File: src/rtl/fmdll_pkg.sv
// Shared constants and state encoding for the FMDLL feedback divider slice.
package fmdll_pkg;

    localparam int DIV_W_DEF     = 6;
    localparam int RST_RATIO_DEF = 8;
    localparam int MIN_RATIO     = 2;

    typedef enum logic {
        IDLE = 1'b0,
        RUN  = 1'b1
    } state_t;

endpackage

File: src/rtl/fb_rst_sync.sv
// Two-flop reset synchroniser: asserts asynchronously, releases on the second clk_in edge.
module fb_rst_sync (
    input  logic clk_in,
    input  logic rst_n,
    output logic rst_sync_n
);

    logic meta;
    logic sync;

    always_ff @(posedge clk_in or negedge rst_n) begin
        if (!rst_n) begin
            meta <= 1'b0;
            sync <= 1'b0;
        end else begin
            meta <= 1'b1;
            sync <= meta;
        end
    end

    assign rst_sync_n = sync;

endmodule

File: src/rtl/fb_divider.sv
// Programmable feedback divider for the DCO clock with glitch-free ratio reloads at wrap.
// Optional macro FB_DIVIDER_DUTY50_EN adds a negedge stage giving 50% duty on odd ratios.
module fb_divider
    import fmdll_pkg::*;
#(
    parameter int DIV_W     = DIV_W_DEF,
    parameter int RST_RATIO = RST_RATIO_DEF
) (
    input  logic             clk_in,
    input  logic             rst_n,
    input  logic             en,
    input  logic             load_req,
    input  logic [DIV_W-1:0] load_val,
    output logic             div_m,
    output logic             tc,
    output logic             load_ack,
    output logic             busy,
    output logic [DIV_W-1:0] ratio
);

    localparam logic [DIV_W-1:0] ONE   = DIV_W'(1);
    localparam logic [DIV_W-1:0] MIN_R = DIV_W'(MIN_RATIO);
    localparam logic [DIV_W-1:0] RST_R = DIV_W'(RST_RATIO);
    localparam logic [DIV_W:0]   ONE_X = (DIV_W+1)'(1);

    logic             rst_sync_n;
    state_t           state;
    state_t           state_next;
    logic [DIV_W-1:0] cnt;
    logic [DIV_W-1:0] cnt_next;
    logic [DIV_W-1:0] ratio_next;
    logic [DIV_W-1:0] pend_val;
    logic [DIV_W-1:0] load_clamped;
    logic             pend_valid;
    logic             wrap;
    logic             apply;
    logic             run_next;
    logic [DIV_W:0]   high_cnt;
    logic             div_pos;
    logic             div_pos_next;
    logic             tc_next;

    fb_rst_sync u_rst_sync (
        .clk_in     (clk_in),
        .rst_n      (rst_n),
        .rst_sync_n (rst_sync_n)
    );

    assign load_clamped = (load_val < MIN_R) ? MIN_R : load_val;
    assign busy         = pend_valid;

    // Outputs are registered from the next-cycle count so div_m/tc line up with cnt.
    always_comb begin
        state_next   = en ? RUN : IDLE;
        run_next     = (state_next == RUN);
        wrap         = (state == RUN) && (cnt == ratio - ONE);
        apply        = pend_valid && ((state == IDLE) || wrap);
        ratio_next   = apply ? pend_val : ratio;
        cnt_next     = '0;
        if ((state == RUN) && run_next && !wrap) begin
            cnt_next = cnt + ONE;
        end
`ifdef FB_DIVIDER_DUTY50_EN
        high_cnt     = {1'b0, ratio_next} >> 1;
`else
        high_cnt     = ({1'b0, ratio_next} + ONE_X) >> 1;
`endif
        div_pos_next = run_next && ({1'b0, cnt_next} < high_cnt);
        tc_next      = run_next && (cnt_next == ratio_next - ONE);
    end

    always_ff @(posedge clk_in or negedge rst_sync_n) begin
        if (!rst_sync_n) begin
            state    <= IDLE;
            cnt      <= '0;
            ratio    <= RST_R;
            div_pos  <= 1'b0;
            tc       <= 1'b0;
            load_ack <= 1'b0;
        end else begin
            state    <= state_next;
            cnt      <= cnt_next;
            ratio    <= ratio_next;
            div_pos  <= div_pos_next;
            tc       <= tc_next;
            load_ack <= apply;
        end
    end

    // A request landing on the apply edge wins, so it waits for the following wrap.
    always_ff @(posedge clk_in or negedge rst_sync_n) begin
        if (!rst_sync_n) begin
            pend_val   <= RST_R;
            pend_valid <= 1'b0;
        end else if (load_req) begin
            pend_val   <= load_clamped;
            pend_valid <= 1'b1;
        end else if (apply) begin
            pend_valid <= 1'b0;
        end
    end

`ifdef FB_DIVIDER_DUTY50_EN
    logic div_neg;

    // Half-cycle delayed copy stretches the shortened odd-ratio high phase to N/2.
    always_ff @(negedge clk_in or negedge rst_sync_n) begin
        if (!rst_sync_n) begin
            div_neg <= 1'b0;
        end else begin
            div_neg <= div_pos;
        end
    end

    assign div_m = div_pos | (ratio[0] & div_neg);
`else
    assign div_m = div_pos;
`endif

endmodule

File: config.mk
export PLATFORM = sky130hd
export DESIGN_NAME = fb_divider
export DESIGN_NICKNAME = d
export VERILOG_FILES = /design/src/rtl/fmdll_pkg.sv /design/src/rtl/fb_rst_sync.sv /design/src/rtl/fb_divider.sv
export SDC_FILE = /design/constraint.sdc
export NUM_CORES = 1
export LEC_CHECK = 0
export ABC_CLOCK_PERIOD_IN_PS = 900
export BUFFER_PORTS_ARGS = -buffer_cell sky130_fd_sc_hd__buf_2
export CAP_MARGIN = 20
export CORE_ASPECT_RATIO = 0.6
export CORE_UTILIZATION = 50
export CTS_CLUSTER_SIZE = 10
export DETAILED_ROUTE_END_ITERATION = 6
export GPL_TIMING_DRIVEN = 0
export PLACE_DENSITY = 0.7
export SYNTH_ARGS = -nofsm -noshare
export SYNTH_HDL_FRONTEND = slang
export SYNTH_HIERARCHICAL = 1
export SYNTH_SLANG_ARGS = --single-unit
File: constraint.sdc
create_clock -name clk_in -period 0.9 [get_ports clk_in]
set_input_delay 0.045 -clock clk_in [delete_from_list [all_inputs] [get_ports clk_in]]
set_output_delay 0.045 -clock clk_in [all_outputs]
set_load 0.02 [all_outputs]
After elaboration in Yosys (flattened, before gate mapping) --
Cells that the tools add are included.
Storage, ports and cells: flip-flop bits (word level) 25, bits of input ports 10, output and inout bits 10, logic and storage cells 34
Operators by class: add/subtract/negate cells 4, $lt $le $gt $ge 2, equality and inequality tests 2, multiplexer cells 6, bitwise logic cells 1, reductions and logical operators 9
Operator list (count):
- 6-bit 2-to-1 mux | 3
- 6-bit == test | 2
- 6-bit by 1-bit subtractor with 6-bit output, second input constant | 2
- 6-bit by 1-bit adder with 7-bit output, second input constant | 1
- 6-bit by 1-bit adder with 6-bit output, second input constant | 1
- 1-bit logical AND | 6
- 6-bit by 2-bit < comparator with 1-bit output, second input constant | 1
- 6-bit < comparator | 1
- 1-bit 2-to-1 mux | 3
- 2-bit nonzero test | 1
- 1-bit zero test | 1
- 1-bit logical OR | 1
- 1-bit inverter | 1

Logic depth before layout (Yosys ltp) --
word-level depth 9, gate-level depth with buffers 19, depth with buffers taken out 18

Cells and area by module --
The synthesis kept the hierarchy.
By module, submodules not included:
- fb_divider | times used 1, cells an instance 156, area an instance 1570.3 um^2, seq. area each 578.1 um^2
- fb_rst_sync | times used 1, cells an instance 3, area an instance 53.8 um^2, seq. area each 50.0 um^2

Least setup slack after synthesis --
OpenSTA, ideal clock, no wires.
path kind reg2reg, start register ratio[0], end register div_pos (netlist: div_m), library setup time 66 ps, arrival time 3453 ps, required time 834 ps, setup slack -2620 ps, cell stages (with the launch flop) 18, buffers on the path 0, clock period less this slack 3520 ps, cell sequence dfrtp_1 -> inv_1 -> ha_1 -> xnor2_1 -> nor2_1 -> nand4_2 -> o21ai_4 -> nand2_2 -> clkinv_4 -> mux2i_1 -> inv_1 -> ha_1 -> and3_1 -> xnor2_1 -> ha_1 -> a211o_1 -> a211oi_1 -> o311a_1
On the way: word-level cells in the longest chain between the ends 9, elaborated cells on any way between the ends 12, those cells by class 2 x add/sub; 1 x order compare; 1 x eq/ne; 2 x mux; 6 x reduce/logical
RTL lines:
- from (decl) | line fb_divider.sv:18 | output logic [DIV_W-1:0] ratio
- from (signal assigned) | line fb_divider.sv:83 | ratio <= ratio_next;
- 6-bit by 1-bit subtractor with 6-bit output | line fb_divider.sv:56 | wrap = (state == RUN) && (cnt == ratio - ONE);
- 6-bit == test | line fb_divider.sv:56
- 1-bit logical AND | line fb_divider.sv:56
- 1-bit logical OR | line fb_divider.sv:57 | apply = pend_valid && ((state == IDLE) || wrap);
- 1-bit logical AND | line fb_divider.sv:57
- named net apply | line fb_divider.sv:36 | logic apply;
- 6-bit 2-to-1 mux | line fb_divider.sv:58 | ratio_next = apply ? pend_val : ratio;
- named net ratio_next[1] | line fb_divider.sv:31 | logic [DIV_W-1:0] ratio_next;
- 6-bit by 1-bit adder with 7-bit output | line fb_divider.sv:66 | high_cnt = ({1'b0, ratio_next} + ONE_X) >> 1;
- 6-bit < comparator | line fb_divider.sv:68 | div_pos_next = run_next && ({1'b0, cnt_next} < high_cnt);
- 1-bit logical AND | line fb_divider.sv:68
- named net div_pos_next | line fb_divider.sv:40 | logic div_pos_next;
- to (signal assigned) | line fb_divider.sv:84 | div_pos <= div_pos_next;
- to (decl) | line fb_divider.sv:39 | logic div_pos;
The timed path passes the listed nets, and every way through them passes these cells. A chain may end at the register's enable or synchronous reset.

Worst setup path in the final report --
start register ratio[1], end register tc
On the way: word-level cells in the longest chain between the ends 9, elaborated cells on any way between the ends 12, those cells by class 2 x add/sub; 2 x eq/ne; 2 x mux; 6 x reduce/logical
RTL lines:
- 6-bit by 1-bit subtractor with 6-bit output | line fb_divider.sv:56
- 6-bit == test | line fb_divider.sv:56
- 1-bit logical AND | line fb_divider.sv:56
- 1-bit logical OR | line fb_divider.sv:57
- 1-bit logical AND | line fb_divider.sv:57
- named net apply | line fb_divider.sv:36
- 6-bit 2-to-1 mux | line fb_divider.sv:58
- 6-bit by 1-bit subtractor with 6-bit output | line fb_divider.sv:69 | tc_next = run_next && (cnt_next == ratio_next - ONE);
- 6-bit == test | line fb_divider.sv:69
- 1-bit logical AND | line fb_divider.sv:69
- named net tc_next | line fb_divider.sv:41 | logic tc_next;
- to (signal assigned) | line fb_divider.sv:85 | tc <= tc_next;
- to (decl) | line fb_divider.sv:15 | output logic tc,
The timed path passes the listed nets, and every way through them passes these cells.

==> out/qor.yml <==
min_path:
  holdPathEnd: "pend_val[1]"
  hold_start: "load_val[1]"
  hold_depth: 2
  hold_class: "in -> reg"
clocking:
  numCtsBuffers: 3
  htree_levels: 1
  clockBufferDepth: 2
  cts_root_buf: "clkbuf_8"
  clock_latency_ns: 0.27
  cts_sinks: 25
  clkTransAtPathRegs_ns: 0.09
  cts_tree: "done"
synth:
  synthDistinctLibCells: 53
  synth_common_cells: "dfrtp_1 (23), inv_1 (16), xnor2_1 (12), ha_1 (9), xor2_1 (9)"
  synth_top_area_share_pct: 35.4
  synthTopCellsByArea: "dfrtp_1 (35%), ha_1 (6.9%), xnor2_1 (6.5%)"
  synth_most_common_cell: "dfrtp_1"
  synth.net_count: 178
  syn_inst: 159
  yosys_warnings: 6
  syn_avg_cell_area_um2: 10.2
  synth_area_leader_cell: "dfrtp_1"
  synthFlopType: "dfrtp_1"
  netlist_area_mm2: 0.00162
  ys_seq_area_share_pct: 38.7
  synthArstFlopShare_pct: 100
  ys_seq_elements: 25
  synth_edf_count: 0
route:
  drt_iter0_markers: 195
  firstDrtPassIters: 5
  drc: 0
  drt_wl_total_um: 6040
  via_count: 1668
  routedWlPerCell_um: 22.5
  vias_per_cell: 6.22
  antenna_left: 0
global_routing:
  grt_pass1_wl_um: 7850
  antenna_found_initial: 0
  grt_pass1_vias: 1488
  grtUsageTotal_pct: 33.0
  gr-total-overflow: 0
  grt_max_degree: 24
critical_path:
  path_class: "reg -> reg"
  r2r.worst_path.cells: 19
  rrSetupSlack_ns: -2.71
  start_kind: "flop"
  critPathArrivalTime_ns: 3.76
  required_ns: 1.05
  r2r-end: "tc"
  cp-end-kind: "flop"
  critPathMaxFanout: 6
  reg2reg_from: "ratio[1]"
placement:
  gp_congestion: 0.873
  numPortBuffers: 18
  hpwl_um: 2980
  placed_cell_area_mm2: 0.00183
floorplan:
  row_count: 15
  initial_core_util_pct: 54.4
  core_mm2: 0.00298
  io_pins: 20
  dieWidth_um: 75.6
  die-area_mm2: 0.00349
  die_h_um: 46.1
sta:
  finalClockSkew_ns: 0.00332
  worst_pin_slew_ns: 0.538
  hold_slack_ns: 0.0151
  fin_crit_ns: 3.61
  timing.final.hold_violations: 0
  setup_slack_ns: -2.71
  setup_viol: 23
  rsz0062_at_grt: "true"
  max_freq_mhz: 277
  fin_crit_sh_pct: 401
  fin_tns_setup_ns: -23.96
  slew_viol_final: 0
  relSlewSlack_pct: 64.1
status:
  status: "finished with violations"
  violations: "setup timing"
power_and_ir_drop:
  leakage_nw: 1.16
  power.density_mw_per_mm2: 1960
  peakVddDrop_v: 0.00150
finish:
  num-fill-cells: 143
  area_delta_synth_final_pct: 54.9
  drive_above_1_share_pct: 55.3
  final_cell_area_mm2: 0.00251
  fin_nets: 246
  antennaDiodeCount: 0
run:
  maxCapViolCount: 0
==> power by group <==
| group | switching (mW) | internal, mW |
|---|---|---|
| registers | 0.192 | 1.26 |
| logic | 1.37 | 1.41 |
| clock network | 0.372 | 0.317 |
==> worst max-delay path: stages, from the launching register on <==
cell and delay (ns):
dfrtp_2 0.46, inv_2 0.10, ha_4 0.22, xnor2_2 0.14, nor2_2 0.20, nand4_4 0.14, o21ai_4 0.18, nand2_2 0.10
clkinv_4 0.12, mux2i_4 0.27, buf_6 0.14, ha_4 0.12, buf_6 0.11, nor3_1 0.05, a21oi_1 0.14, o31ai_1 0.09
a311o_1 0.35, o21ai_2 0.19, mux2i_1 0.11, nor4_2 0.27
==> layer usage <==
layer	wire [µm]	global-route usage (%)	vias to the layer above
met5	0	0	-
met4	286	12.6	0
li1	-	-	695
met1	2400	43.9	805
met3	647	8.10	36
met2	2710	52.7	132
==> placed cells by master, fill, tap and decap left out, types with 5 or more instances in the layout <==
| cell type | netlist | layout |
|---|---|---|
| buf_2 | 2 | 12 |
| buf_4 | 0 | 35 |
| buf_6 | 0 | 14 |
| dfrtp_1 | 23 | 15 |
| dfrtp_2 | 0 | 8 |
| ha_1 | 9 | 6 |
| inv_1 | 16 | 8 |
| inv_2 | 0 | 7 |
| nand3_1 | 6 | 5 |
| xnor2_1 | 12 | 9 |
| xor2_1 | 9 | 9 |
==> area by class of cell <==
type / count / area [µm²] / share of cell area (%)
Buffer: 5 / 35.0 / 1.39
Inverter: 17 / 71.3 / 2.84
Tap cell: 42 / 52.6 / 2.09
Multi-Input combinational cell: 112 / 1140 / 45.5
Timing Repair Buffer: 63 / 528 / 21.0
Clock buffer: 4 / 45.0 / 1.79
Sequential cell: 25 / 638 / 25.4
==> registers in the layout, summed over array words and instances, names as in the netlist <==
signal and flops:
tc 1, busy 1, state 1, load_ack 1, u_rst_sync/rst_sync_n 1, ratio 6
pend_val 6, cnt 6, u_rst_sync/meta 1, div_m 1
==> logic make-up (layout without fill, tap and decap cells) <==
group,Yosys count,count (layout),synth area share [%]
AOI/OAI and AO/OA,29,29,13.7
xor gates and xnor gates,23,23,13.3
adders and majority gates,9,9,6.93
buffers and inverters,22,89,5.55
DFF,25,25,38.7
muxes,11,11,7.40
other,1,1,0.231
and+or+nand+nor,39,39,14.2
==> stage by stage <==
step	instances	power, mW	setup WS [ns]	utilization (%)
3_5_place_dp	219	2.93	-2.78	61.3
3_3_place_gp	219	2.86	-2.59	61.3
2_1_floorplan	159	2.56	-2.45	-
5_1_grt	268	5.08	-2.69	84.3
4_1_cts	256	4.47	-2.50	79.7
6_report	268	4.93	-2.71	84.3
==> worst max-delay path by stage <==
stage / from / end / slack [ns] / depth (start not counted)
floorplan: ratio[0] / div_m / -2.45 / 15
global placement: ratio[1] / div_m / -2.59 / 17
detailed placement: ratio[0] / div_m / -2.78 / 17
CTS: ratio[1] / div_m / -2.50 / 17
global route: ratio[1] / tc / -2.69 / 19
finish: ratio[1] / tc / -2.71 / 19
==> timing repair <==
action                     CTS  global route
setup endpoints to repair   46            23
hold endpoints to repair     3             0
setup buffers               32            13
resized for setup           58            11
pin swaps                   18             4
hold buffers                 2             0
Power figures use the tool's default switching activity.
